$ cat config.mk
export PLATFORM = sky130hd
export DESIGN_NAME = can_error_frame
export DESIGN_NICKNAME = d
export VERILOG_FILES = /design/src/rtl/can_pkg.sv /design/src/rtl/can_busoff_recovery.sv /design/src/rtl/can_error_frame.sv
export SDC_FILE = /design/constraint.sdc
export NUM_CORES = 1
export LEC_CHECK = 0
export ABC_AREA = 0
export CAP_MARGIN = 0
export CORE_AREA = 4 4 94 96
export DETAILED_ROUTE_END_ITERATION = 10
export DIE_AREA = 0 0 98 100
export GPL_TIMING_DRIVEN = 0
export SLEW_MARGIN = 10
export SYNTH_ARGS = -nofsm -noshare
export SYNTH_HDL_FRONTEND = slang
export SYNTH_SLANG_ARGS = --single-unit
$ cat constraint.sdc
create_clock -name clk -period 2.15 [get_ports clk]
set_input_delay 0.43 -clock clk [delete_from_list [all_inputs] [get_ports clk]]
set_output_delay 0.43 -clock clk [all_outputs]
set_load 0.02 [all_outputs]
$ cat src/rtl/can_pkg.sv
// Shared CAN controller types and default constants for the error-frame logic.
package can_pkg;

  // Error-frame sequencer states.
  typedef enum logic [2:0] {
    IDLE     = 3'd0,
    FLAG     = 3'd1,
    WAIT_REC = 3'd2,
    DELIM    = 3'd3,
    BUSOFF   = 3'd4
  } err_state_e;

  localparam int CAN_ERR_FLAG_LEN     = 6;
  localparam int CAN_ERR_DELIM_LEN    = 8;
  localparam int CAN_BUSOFF_IDLE_BITS = 11;
  localparam int CAN_BUSOFF_RECOVERY  = 128;

endpackage

$ cat src/rtl/can_busoff_recovery.sv
// Bus-off recovery counter: counts runs of IDLE_BITS consecutive recessive
// samples and pulses recovery_done_o when RECOVERY_CNT runs have been seen.
// Both counters are held at zero whenever en_i is low.
module can_busoff_recovery
  import can_pkg::*;
#(
  parameter int IDLE_BITS    = CAN_BUSOFF_IDLE_BITS,
  parameter int RECOVERY_CNT = CAN_BUSOFF_RECOVERY
) (
  input  logic clk,
  input  logic rst,
  input  logic en_i,
  input  logic sample_point_i,
  input  logic rx_bit_i,
  output logic recovery_done_o
);

  localparam int RUN_W = $clog2(IDLE_BITS + 1);
  localparam int OCC_W = $clog2(RECOVERY_CNT + 1);
  localparam logic [RUN_W-1:0] RUN_LAST = RUN_W'(IDLE_BITS - 1);
  localparam logic [OCC_W-1:0] OCC_MAX  = OCC_W'(RECOVERY_CNT);

  logic [RUN_W-1:0] run_q, run_d;
  logic [OCC_W-1:0] occ_q, occ_d;
  logic             done_q, done_d;

  // Next-state for run/occurrence counters; the occurrence count saturates
  // and is never cleared by a dominant bit, only by leaving bus-off.
  always_comb begin
    run_d  = run_q;
    occ_d  = occ_q;
    done_d = 1'b0;
    if (!en_i) begin
      run_d = '0;
      occ_d = '0;
    end else if (sample_point_i) begin
      if (!rx_bit_i) begin
        run_d = '0;
      end else if (run_q == RUN_LAST) begin
        run_d = '0;
        if (occ_q != OCC_MAX) begin
          occ_d = occ_q + 1'b1;
          if (occ_q == OCC_MAX - 1'b1) begin
            done_d = 1'b1;
          end
        end
      end else begin
        run_d = run_q + 1'b1;
      end
    end
  end

  // Counter and pulse registers.
  always_ff @(posedge clk or negedge rst) begin
    if (!rst) begin
      run_q  <= '0;
      occ_q  <= '0;
      done_q <= 1'b0;
    end else begin
      run_q  <= run_d;
      occ_q  <= occ_d;
      done_q <= done_d;
    end
  end

  assign recovery_done_o = done_q;

endmodule

$ cat src/rtl/can_error_frame.sv
// Error-frame generator and bus-off recovery sequencer. Drives the active or
// passive error flag plus delimiter, reports dominant bits after the flag,
// and sequences bus-off recovery through can_busoff_recovery.
module can_error_frame
  import can_pkg::*;
#(
  parameter int FLAG_LEN     = CAN_ERR_FLAG_LEN,
  parameter int DELIM_LEN    = CAN_ERR_DELIM_LEN,
  parameter int IDLE_BITS    = CAN_BUSOFF_IDLE_BITS,
  parameter int RECOVERY_CNT = CAN_BUSOFF_RECOVERY
) (
  input  logic clk,
  input  logic rst,
  input  logic sample_point,
  input  logic rx_bit,
  input  logic error_detected,
  input  logic error_passive,
  input  logic bus_off,
  output logic err_tx_bit,
  output logic err_frame_active,
  output logic dominant_after_flag,
  output logic delim_form_error,
  output logic err_frame_done,
  output logic recovery_done
);

  localparam int FLAG_W  = $clog2(FLAG_LEN + 1);
  localparam int DELIM_W = $clog2(DELIM_LEN + 1);
  localparam logic [FLAG_W-1:0]  FLAG_FULL  = FLAG_W'(FLAG_LEN);
  localparam logic [DELIM_W-1:0] DELIM_LAST = DELIM_W'(DELIM_LEN - 1);

  err_state_e         state_q, state_d;
  logic               passive_q, passive_d;
  logic [FLAG_W-1:0]  flag_cnt_q, flag_cnt_d, flag_cnt_inc;
  logic               last_rx_q, last_rx_d;
  logic [2:0]         dom_cnt_q, dom_cnt_d;
  logic               first_q, first_d;
  logic [DELIM_W-1:0] delim_cnt_q, delim_cnt_d;
  logic               tx_q, tx_d;
  logic               active_q, active_d;
  logic               daf_q, daf_d;
  logic               form_err_q, form_err_d;
  logic               done_q, done_d;
  logic               enter_flag;
  logic               busoff_en;

  // Flag progress: active flags count bits; passive flags count consecutive
  // equal samples and restart at 1 on any polarity change.
  always_comb begin
    flag_cnt_inc = flag_cnt_q + 1'b1;
    if (passive_q && (flag_cnt_q != '0) && (rx_bit != last_rx_q)) begin
      flag_cnt_inc = FLAG_W'(1);
    end
  end

  // Next-state and output decode; bus_off overrides everything on any cycle.
  always_comb begin
    state_d     = state_q;
    passive_d   = passive_q;
    flag_cnt_d  = flag_cnt_q;
    last_rx_d   = last_rx_q;
    dom_cnt_d   = dom_cnt_q;
    first_d     = first_q;
    delim_cnt_d = delim_cnt_q;
    daf_d       = 1'b0;
    form_err_d  = 1'b0;
    done_d      = 1'b0;
    enter_flag  = 1'b0;

    if (bus_off) begin
      if (state_q != BUSOFF) begin
        state_d     = BUSOFF;
        passive_d   = 1'b0;
        flag_cnt_d  = '0;
        last_rx_d   = 1'b0;
        dom_cnt_d   = '0;
        first_d     = 1'b0;
        delim_cnt_d = '0;
      end
    end else if (sample_point) begin
      case (state_q)
        IDLE: begin
          if (error_detected) begin
            enter_flag = 1'b1;
          end
        end
        FLAG: begin
          last_rx_d = rx_bit;
          if (flag_cnt_inc == FLAG_FULL) begin
            state_d    = WAIT_REC;
            flag_cnt_d = '0;
            dom_cnt_d  = '0;
            first_d    = 1'b1;
          end else begin
            flag_cnt_d = flag_cnt_inc;
          end
        end
        WAIT_REC: begin
          first_d = 1'b0;
          if (rx_bit) begin
            state_d     = DELIM;
            delim_cnt_d = DELIM_W'(1);
            dom_cnt_d   = '0;
          end else begin
            // Wrap counter: every 8th consecutive dominant sample pulses.
            dom_cnt_d = dom_cnt_q + 1'b1;
            if ((first_q && !passive_q) || (dom_cnt_q == 3'd7)) begin
              daf_d = 1'b1;
            end
          end
        end
        DELIM: begin
          if (!rx_bit) begin
            form_err_d = 1'b1;
            enter_flag = 1'b1;
          end else if (error_detected) begin
            enter_flag = 1'b1;
          end else if (delim_cnt_q == DELIM_LAST) begin
            done_d      = 1'b1;
            state_d     = IDLE;
            delim_cnt_d = '0;
          end else begin
            delim_cnt_d = delim_cnt_q + 1'b1;
          end
        end
        BUSOFF: begin
          state_d = IDLE;
        end
        default: begin
          state_d = IDLE;
        end
      endcase

      if (enter_flag) begin
        state_d     = FLAG;
        passive_d   = error_passive;
        flag_cnt_d  = '0;
        last_rx_d   = 1'b0;
        delim_cnt_d = '0;
      end
    end

    tx_d     = !((state_d == FLAG) && !passive_d);
    active_d = (state_d inside {FLAG, WAIT_REC, DELIM});
  end

  // State, counter and registered output updates.
  always_ff @(posedge clk or negedge rst) begin
    if (!rst) begin
      state_q     <= IDLE;
      passive_q   <= 1'b0;
      flag_cnt_q  <= '0;
      last_rx_q   <= 1'b0;
      dom_cnt_q   <= '0;
      first_q     <= 1'b0;
      delim_cnt_q <= '0;
      tx_q        <= 1'b1;
      active_q    <= 1'b0;
      daf_q       <= 1'b0;
      form_err_q  <= 1'b0;
      done_q      <= 1'b0;
    end else begin
      state_q     <= state_d;
      passive_q   <= passive_d;
      flag_cnt_q  <= flag_cnt_d;
      last_rx_q   <= last_rx_d;
      dom_cnt_q   <= dom_cnt_d;
      first_q     <= first_d;
      delim_cnt_q <= delim_cnt_d;
      tx_q        <= tx_d;
      active_q    <= active_d;
      daf_q       <= daf_d;
      form_err_q  <= form_err_d;
      done_q      <= done_d;
    end
  end

  // Recovery counting only while bus-off is both entered and still asserted,
  // so the exit sample is never counted and an early drop clears progress.
  assign busoff_en = (state_q == BUSOFF) && bus_off;

  can_busoff_recovery #(
    .IDLE_BITS    (IDLE_BITS),
    .RECOVERY_CNT (RECOVERY_CNT)
  ) u_busoff_recovery (
    .clk             (clk),
    .rst             (rst),
    .en_i            (busoff_en),
    .sample_point_i  (sample_point),
    .rx_bit_i        (rx_bit),
    .recovery_done_o (recovery_done)
  );

  assign err_tx_bit          = tx_q;
  assign err_frame_active    = active_q;
  assign dominant_after_flag = daf_q;
  assign delim_form_error    = form_err_q;
  assign err_frame_done      = done_q;

endmodule

==> metrics.txt, run 1 <==
# TYPE chip_impl_metric gauge
chip_impl_info{name="outcome",value="completed"} 1
chip_impl_metric{name="timing.final.ws_setup",unit="ns"} 0.0595
chip_impl_info{name="critPathSlowestCell",value="clkdlybuf4s50_1"} 1
chip_impl_metric{name="design.die.area",unit="um2"} 9800
chip_impl_metric{name="arrival",unit="ns"} 2.31
chip_impl_metric{name="async_reset_ff_frac",unit=""} 1.00
chip_impl_metric{name="post-route-drc-count",unit=""} 0
chip_impl_metric{name="grt.total_usage",unit=""} 0.0862
chip_impl_metric{name="ant_nets",unit=""} 0
chip_impl_metric{name="pin_count_of_the_biggest_net_entering_global_routing",unit=""} 35
chip_impl_metric{name="viasPerCell",unit=""} 4.56
chip_impl_metric{name="gp_routability_congestion",unit=""} 0.826
chip_impl_metric{name="syn_to_final_growth",unit="%"} 16.9
chip_impl_metric{name="starting_utilization_of_the_core_area",unit=""} 0.242
chip_impl_metric{name="netlist_instances",unit=""} 205
chip_impl_metric{name="synth-seq-area-share",unit=""} 0.438
chip_impl_metric{name="worstPathRequired",unit="ns"} 2.37
chip_impl_metric{name="antenna_violations_before_repair",unit=""} 0
chip_impl_metric{name="grt_first_pass_wirelength",unit="um"} 6860
chip_impl_info{name="crit_family",value="simple AND/OR/NAND/NOR gates"} 1
chip_impl_metric{name="final_cycle_utilization_of_the_critical_path",unit=""} 0.972
chip_impl_metric{name="place_ws",unit="ns"} -0.219
chip_impl_info{name="reg2reg_from",value="flag_cnt_q[0]$_DFFE_PN0P_"} 1
chip_impl_metric{name="post-synth-top-area-fraction",unit=""} 0.424
chip_impl_metric{name="synth.avg_cell_area",unit="um2"} 9.50
chip_impl_info{name="yosys-top-cells-area",value="dfrtp_1 (42%), ha_1 (5.8%), nor2_1 (4.0%)"} 1
chip_impl_metric{name="layout-drive-gt1-share",unit=""} 0.112
chip_impl_metric{name="detailroute.via_count",unit=""} 1496
chip_impl_info{name="path_class",value="in2reg"} 1
chip_impl_metric{name="final.min_clock_period",unit="ns"} 2.09
chip_impl_metric{name="detail_route.wirelength",unit="um"} 4010
chip_impl_metric{name="slew_headroom",unit=""} 0.499
chip_impl_metric{name="setup_violations",unit=""} 0
chip_impl_info{name="clock_tree.root_cell",value="clkbuf_8"} 1
chip_impl_metric{name="die-height",unit="um"} 100
chip_impl_metric{name="synth.yosys.warnings",unit=""} 0
chip_impl_metric{name="synth_net_count",unit=""} 221
chip_impl_metric{name="timing.final.max_slew_violations",unit=""} 0
chip_impl_metric{name="p_per_area",unit="nW/um2"} 634
chip_impl_metric{name="core_region_area",unit="um2"} 8050
chip_impl_info{name="hold_path.class",value="in2async"} 1
chip_impl_metric{name="combinationalPowerShare",unit=""} 0.163
chip_impl_metric{name="fp-row-count",unit=""} 33
chip_impl_info{name="cts_tree",value="yes"} 1
chip_impl_metric{name="dp.final_hpwl",unit="um"} 2930
chip_impl_info{name="end_kind",value="register"} 1
chip_impl_metric{name="insertedDiodeCount",unit=""} 0
chip_impl_info{name="crit_path_start",value="error_detected"} 1
chip_impl_metric{name="clock_network_power_share",unit=""} 0.349
chip_impl_metric{name="deepest_level_of_the_cts_h_tree",unit=""} 2
chip_impl_metric{name="grt.overflow.total",unit=""} 0
chip_impl_info{name="yosysTopAreaCell",value="dfrtp_1"} 1
chip_impl_metric{name="top_level_ports",unit=""} 13
chip_impl_metric{name="p_sw_frac",unit=""} 0.291
chip_impl_metric{name="switching_power",unit="W"} 0.000420
chip_impl_metric{name="sequential_group_share_of_total_power",unit=""} 0.488
chip_impl_metric{name="buffer_ports.inserted",unit=""} 10
chip_impl_metric{name="cp_num_buf_inv",unit=""} 1
chip_impl_metric{name="worstSkewPairLatency",unit="ns"} 0.30
chip_impl_metric{name="max_clock_freq",unit="GHz"} 0.478
chip_impl_metric{name="tritoncts_sinks",unit=""} 34
chip_impl_metric{name="finalNetCount",unit=""} 238
chip_impl_metric{name="max_cap_violations",unit=""} 0
chip_impl_metric{name="internal-power",unit="W"} 0.00102
chip_impl_info{name="grt_setup_unrepaired",value="no"} 1
chip_impl_metric{name="p_leak",unit="nW"} 0.963
chip_impl_metric{name="die_w",unit="um"} 98
chip_impl_metric{name="vias_in_the_first_global_route",unit=""} 1410
chip_impl_info{name="synth_ff_type",value="dfrtp_1"} 1
chip_impl_metric{name="critical-path-max-stage-delay",unit="ns"} 0.59
chip_impl_info{name="cells_traversed_along_the_worst_timing_path",value="clkdlybuf4s50_1 > or3b_4 > a221oi_2 > a211oi_1 > or3_4 > a21oi_2"} 1
chip_impl_metric{name="timing.clock.skew",unit="ns"} 0.00970
chip_impl_metric{name="slew_at_the_pin_with_the_worst_max_slew_slack",unit="ns"} 0.752
chip_impl_metric{name="number_of_enable_flip_flop_cells_after_synthesis",unit=""} 0
chip_impl_metric{name="hold_violations",unit=""} 0
chip_impl_metric{name="ctsLongestPathBuffers",unit=""} 2
chip_impl_metric{name="layout.core_utilization",unit=""} 0.283
chip_impl_metric{name="drt-wirelength-per-cell",unit="um"} 12.2
chip_impl_metric{name="drt-initial-drc-count",unit=""} 136
chip_impl_metric{name="vdd_ir_drop_max",unit="mV"} 0.228
chip_impl_metric{name="syn-cell-area",unit="um2"} 1950
chip_impl_metric{name="clock_pin_slew_reported_for_the_worst_setup_and_hold_paths_after_clock_tree_synthesis",unit="ns"} 0.08
chip_impl_metric{name="cts-buffers-inserted",unit=""} 5
chip_impl_info{name="setup.worst_path.start_class",value="primary input"} 1
chip_impl_metric{name="timing.critical_path.fanout_max",unit=""} 6
chip_impl_metric{name="post_synth_num_cell_types",unit=""} 51
chip_impl_metric{name="synth.ff_latch_count",unit=""} 34
chip_impl_metric{name="drt-pass1-iter-count",unit=""} 4
==> metrics by stage <==
| step | total power (W) | TNS (ns) | cell area, um2 | instances | hold WS, ns |
|---|---|---|---|---|---|
| final | 0.00144 | 0 | 2280 | 328 | 0.200 |
| after CTS | 0.00145 | 0 | 2270 | 328 | 0.234 |
| after global routing | 0.00151 | 0 | 2280 | 328 | 0.263 |
| after floorplan | 0.000877 | 0 | 1950 | 205 | 0.134 |
| after detailed placement | 0.000946 | -1.56 | 2170 | 320 | 0.454 |
| after global placement | 0.000941 | -5.84 | 2180 | 320 | 0.464 |
==> layer usage <==
metal  vias up  track usage  wire [um]
met4         0       0.0288         61
met5         -            0          0
met2        14        0.126       1770
met1       716        0.123       2050
li1        759            -          -
met3         7       0.0243        131
==> area by class of cell <==
class | instances | area (um2)
fillers | 851 | 5780
clock inverters | 2 | 12.5
well taps | 105 | 131
clock buffers | 6 | 82.6
plain buffers | 6 | 26.3
multi-input cells | 151 | 1020
flip-flops and latches | 34 | 852
inverters | 14 | 52.6
repair buffers | 10 | 95.1
==> sequential cells by signal, summed over array words and instances, names as in the netlist <==
name / flops
dominant_after_flag: 1
u_busoff_recovery.recovery_done_o: 1
dom_cnt_q: 3
err_frame_active: 1
last_rx_q: 1
delim_cnt_q: 4
flag_cnt_q: 3
err_frame_done: 1
u_busoff_recovery.run_q: 4
passive_q: 1
err_tx_bit: 1
state_q: 3
delim_form_error: 1
u_busoff_recovery.occ_q: 8
first_q: 1
==> cells by family (layout without fill, tap and decap cells) <==
group           count (synthesis)  in the layout  synth area share
compound gates                 44             44             0.163
xor+xnor                        9              9            0.0405
fa+ha+maj                       9              9            0.0578
buf+inv                        20             38            0.0405
flops                          34             34             0.438
mux                             3              3            0.0161
simple gates                   86             86             0.244
==> power by group through the flow <==
stage / Sequential (W) / Combinational [W] / Clock, W
6_report: 0.000704 / 0.000235 / 0.000504
5_1_grt: 0.000710 / 0.000260 / 0.000540
3_3_place_gp: 0.000715 / 0.000226 / 0
2_1_floorplan: 0.000710 / 0.000166 / 0
3_5_place_dp: 0.000716 / 0.000230 / 0
4_1_cts: 0.000705 / 0.000232 / 0.000517
==> worst paths after layout <==
path / to / cells after the start / slack [ns]
setup / recovery: err_frame_active$_DFF_PN0_ / 6 / 0.06
hold / removal: state_q[2]$_DFF_PN0_ / 1 / 0.20
setup reg to reg: dom_cnt_q[0]$_DFFE_PN0P_ / 7 / 0.17
hold reg to reg: delim_cnt_q[3]$_DFFE_PN0P_ / 1 / 0.46
max in group asynchronous: err_frame_active$_DFF_PN0_ / 1 / 1.47
min in group clk: delim_cnt_q[3]$_DFFE_PN0P_ / 1 / 0.46
==> timing repair <==
action                                  CTS  global route
gates resized for setup                   0             1
hold buffers                              0             0
endpoints found under the setup margin    0             1
buffers inserted                          0             0
==> synthesized netlist by cell type, drive strengths merged (2+ instances only) <==
| master | number |
|---|---|
| nor2b | 3 |
| mux2i | 2 |
| nand2b | 6 |
| nor4 | 3 |
| buf | 3 |
| a21o | 2 |
| nand3b | 5 |
| o21ai | 13 |
| a21oi | 9 |
| a221o | 2 |
| or3 | 3 |
| nor3b | 2 |
| nand4 | 4 |
| o41ai | 2 |
| clkbuf | 3 |
| nand3 | 5 |
| xnor2 | 2 |
| and3 | 3 |
| a211oi | 3 |
| ha | 9 |
| nor3 | 4 |
| xor2 | 7 |
| and2 | 3 |
| nor2 | 21 |
| inv | 14 |
| or3b | 2 |
| o31ai | 4 |
| nand2 | 17 |
| dfrtp | 33 |
==> layout by cell type (no fill, tap or decap), types with 5 or more instances in the layout <==
cell             Yosys  final
o21ai_0             11     11
a21oi_1              7      7
nand2b_1             6      6
nand3_1              5      5
nor2_1              21     21
inv_1               14     14
nand2_1             17     17
dfrtp_1             33     33
ha_1                 9      9
nand3b_1             5      5
xor2_1               7      7
clkdlybuf4s50_1      0      9
clkbuf_8             0      6
(Power assumes the default switching activity.)
==> run 2: changes to the inputs <==
--- a/config.mk
+++ b/config.mk
@@ -11,6 +11,7 @@
 export DETAILED_ROUTE_END_ITERATION = 10
 export DIE_AREA = 0 0 98 100
 export GPL_TIMING_DRIVEN = 0
+export PLACE_DENSITY_LB_ADDON = 0.3
 export SLEW_MARGIN = 10
 export SYNTH_ARGS = -nofsm -noshare
 export SYNTH_HDL_FRONTEND = slang
==> constraint.sdc (replaced) <==
create_clock -name clk -period 1.75 [get_ports clk]
set_input_delay 0.35 -clock clk [delete_from_list [all_inputs] [get_ports clk]]
set_output_delay 0.35 -clock clk [all_outputs]
set_load 0.02 [all_outputs]
==> metrics.txt, run 2 (synthesis gave the netlist of run 1 again) <==
# TYPE chip_impl_metric gauge
chip_impl_metric{name="antenna_violations_before_repair",unit=""} 0
chip_impl_metric{name="grt_first_pass_wirelength",unit="um"} 7220
chip_impl_metric{name="detailed_place.area",unit="um2"} 2190
chip_impl_metric{name="timing.final.max_slew_violations",unit=""} 0
chip_impl_metric{name="drt-pass1-iter-count",unit=""} 4
chip_impl_metric{name="post-route-drc-count",unit=""} 0
chip_impl_metric{name="largest_register_ff_count",unit=""} 8
chip_impl_metric{name="cts-buffers-inserted",unit=""} 5
chip_impl_metric{name="internal-power",unit="W"} 0.00135
chip_impl_info{name="path_class",value="reg2reg"} 1
chip_impl_info{name="cells_traversed_along_the_worst_timing_path",value="or3b_4 > a221oi_2 > a211oi_2 > or3_4 > a21oi_2"} 1
chip_impl_metric{name="fp-row-count",unit=""} 33
chip_impl_metric{name="grt.overflow.total",unit=""} 0
chip_impl_info{name="largestRegisters",value="u_busoff_recovery.occ_q (8), delim_cnt_q (4), u_busoff_recovery.run_q (4)"} 1
chip_impl_metric{name="pin_count_of_the_biggest_net_entering_global_routing",unit=""} 35
chip_impl_metric{name="worstPathRequired",unit="ns"} 1.97
chip_impl_metric{name="viasPerCell",unit=""} 4.59
chip_impl_metric{name="switching_power",unit="W"} 0.000578
chip_impl_metric{name="grt.total_usage",unit=""} 0.0911
chip_impl_metric{name="multi_input_comb_area",unit="um2"} 1150
chip_impl_metric{name="setup_tns",unit="ns"} 0
chip_impl_metric{name="final_area",unit="um2"} 2530
chip_impl_info{name="hold_path.class",value="in2async"} 1
chip_impl_metric{name="arrival",unit="ns"} 1.92
chip_impl_metric{name="p_sw_frac",unit=""} 0.300
chip_impl_metric{name="dp.final_hpwl",unit="um"} 2950
chip_impl_info{name="critPathSlowestCell",value="dfrtp_2"} 1
chip_impl_metric{name="clock_network_power_share",unit=""} 0.320
chip_impl_metric{name="timing.critical_path.fanout_max",unit=""} 3
chip_impl_metric{name="buffer_ports.inserted",unit=""} 10
chip_impl_info{name="most_common_library_cell_in_the_layout_ignoring_fill_and_taps",value="dfrtp_1"} 1
chip_impl_metric{name="layout-drive-gt1-share",unit=""} 0.242
chip_impl_metric{name="insertedDiodeCount",unit=""} 0
chip_impl_metric{name="final_cycle_utilization_of_the_critical_path",unit=""} 0.972
chip_impl_info{name="grt_setup_unrepaired",value="yes"} 1
chip_impl_metric{name="hold_violations",unit=""} 0
chip_impl_metric{name="cp_num_buf_inv",unit=""} 0
chip_impl_info{name="end_kind",value="register"} 1
chip_impl_metric{name="die_w",unit="um"} 98
chip_impl_info{name="reg2reg_from",value="state_q[1]$_DFF_PN0_"} 1
chip_impl_metric{name="setup_violations",unit=""} 0
chip_impl_metric{name="ant_nets",unit=""} 0
chip_impl_metric{name="max_clock_freq",unit="GHz"} 0.588
chip_impl_info{name="max_flop_register",value="u_busoff_recovery.occ_q"} 1
chip_impl_metric{name="timing.clock.skew",unit="ns"} 0.00408
chip_impl_metric{name="ctsLongestPathBuffers",unit=""} 2
chip_impl_info{name="cts_tree",value="yes"} 1
chip_impl_metric{name="clock_pin_slew_reported_for_the_worst_setup_and_hold_paths_after_clock_tree_synthesis",unit="ns"} 0.07
chip_impl_info{name="setup.worst_path.start_class",value="register"} 1
chip_impl_info{name="clock_tree.root_cell",value="clkbuf_8"} 1
chip_impl_metric{name="sequential_group_share_of_total_power",unit=""} 0.455
chip_impl_metric{name="max_cap_violations",unit=""} 0
chip_impl_info{name="outcome",value="completed"} 1
chip_impl_metric{name="core_region_area",unit="um2"} 8050
chip_impl_metric{name="worstSkewPairLatency",unit="ns"} 0.28
chip_impl_metric{name="syn_to_final_growth",unit="%"} 30.1
chip_impl_metric{name="finalHoldWorstSlack",unit="ns"} 0.0135
chip_impl_metric{name="vias_in_the_first_global_route",unit=""} 1507
chip_impl_metric{name="gp_routability_congestion",unit=""} 0.760
chip_impl_metric{name="combinationalPowerShare",unit=""} 0.224
chip_impl_metric{name="drt-initial-drc-count",unit=""} 51
chip_impl_info{name="commonest_cells_after_routing_fill_and_taps_aside",value="dfrtp_1 (31), nor2_1 (20), nand2_1 (16)"} 1
chip_impl_metric{name="final.min_clock_period",unit="ns"} 1.70
chip_impl_metric{name="starting_utilization_of_the_core_area",unit=""} 0.242
chip_impl_metric{name="slew_headroom",unit=""} 0.685
chip_impl_metric{name="p_per_area",unit="nW/um2"} 760
chip_impl_metric{name="detail_route.wirelength",unit="um"} 4330
chip_impl_metric{name="deepest_level_of_the_cts_h_tree",unit=""} 2
chip_impl_metric{name="detailroute.via_count",unit=""} 1564
chip_impl_metric{name="drt-wirelength-per-cell",unit="um"} 12.7
chip_impl_info{name="crit_family",value="simple AND/OR/NAND/NOR gates"} 1
chip_impl_metric{name="finalNetCount",unit=""} 251
chip_impl_metric{name="slew_at_the_pin_with_the_worst_max_slew_slack",unit="ns"} 0.472
chip_impl_metric{name="vdd_ir_drop_max",unit="mV"} 0.338
chip_impl_metric{name="layout.filler_cells",unit=""} 858
chip_impl_metric{name="tritoncts_sinks",unit=""} 34
chip_impl_info{name="crit_path_start",value="state_q[1]$_DFF_PN0_"} 1
chip_impl_metric{name="die-height",unit="um"} 100
chip_impl_metric{name="register_area",unit="um2"} 855
chip_impl_metric{name="top_level_ports",unit=""} 13
chip_impl_metric{name="p_leak",unit="nW"} 1.06
chip_impl_metric{name="critical-path-max-stage-delay",unit="ns"} 0.42
chip_impl_metric{name="design.die.area",unit="um2"} 9800
==> run 2: path summary, 6_finish.rpt <==
kind | end | slack [ns] | cells past startpoint
setup / recovery | err_frame_active$_DFF_PN0_ | 0.05 | 5
hold / removal | flag_cnt_q[2]$_DFFE_PN0P_ | 0.01 | 2
setup reg to reg | err_frame_active$_DFF_PN0_ | 0.05 | 5
hold reg to reg | delim_cnt_q[3]$_DFFE_PN0P_ | 0.47 | 1
max in group asynchronous | err_tx_bit$_DFF_PN1_ | 1.50 | 2
min in group clk | delim_form_error$_DFF_PN0_ | 0.42 | 2
==> run 2: through the flow <==
step                power, W  std cells   util  setup slack, ns
global placement     0.00116        320  0.271           -0.540
CTS                  0.00183        332  0.294          -0.0436
global route         0.00204        341  0.315          -0.0521
finish               0.00193        341  0.315           0.0498
detailed placement   0.00117        321  0.272           -0.535
floorplan            0.00108        205      -          0.00952
==> run 2: repair_timing <==
| action | in CTS | in global routing |
|---|---|---|
| buffers inserted | 3 | 9 |
| hold buffers | 0 | 0 |
| setup endpoints to repair | 22 | 16 |
| gates cloned | 0 | 0 |
| endpoints found under the hold margin | 0 | 0 |
| gates resized for setup | 15 | 21 |
| pin swaps | 2 | 10 |
==> run 2: power groups by stage <==
| stage | Clock [W] | Sequential [W] | Combinational (W) |
|---|---|---|---|
| after CTS | 0.000648 | 0.000861 | 0.000316 |
| after global placement | 0 | 0.000879 | 0.000283 |
| after detailed placement | 0 | 0.000878 | 0.000292 |
| after global routing | 0.000673 | 0.000882 | 0.000481 |
| after floorplan | 0 | 0.000873 | 0.000205 |
| final | 0.000617 | 0.000876 | 0.000432 |
==> run 2: layout make-up <==
cell class	instances	share of cell area
Buffer	6	0.0158
Clock buffer	6	0.0326
Clock inverter	2	0.00494
Inverter	14	0.0208
Multi-Input combinational cell	151	0.454
Sequential cell	34	0.337
Tap cell	105	0.0519
Timing Repair Buffer	23	0.0825
==> run 2: per-layer routing <==
layer / vias up / share of wire / global-route usage
li1: 782 / - / -
met1: 754 / 0.51 / 0.125
met2: 23 / 0.45 / 0.139
met3: 5 / 0.029 / 0.0264
met4: 0 / 0.010 / 0.0288
met5: - / 0 / 0
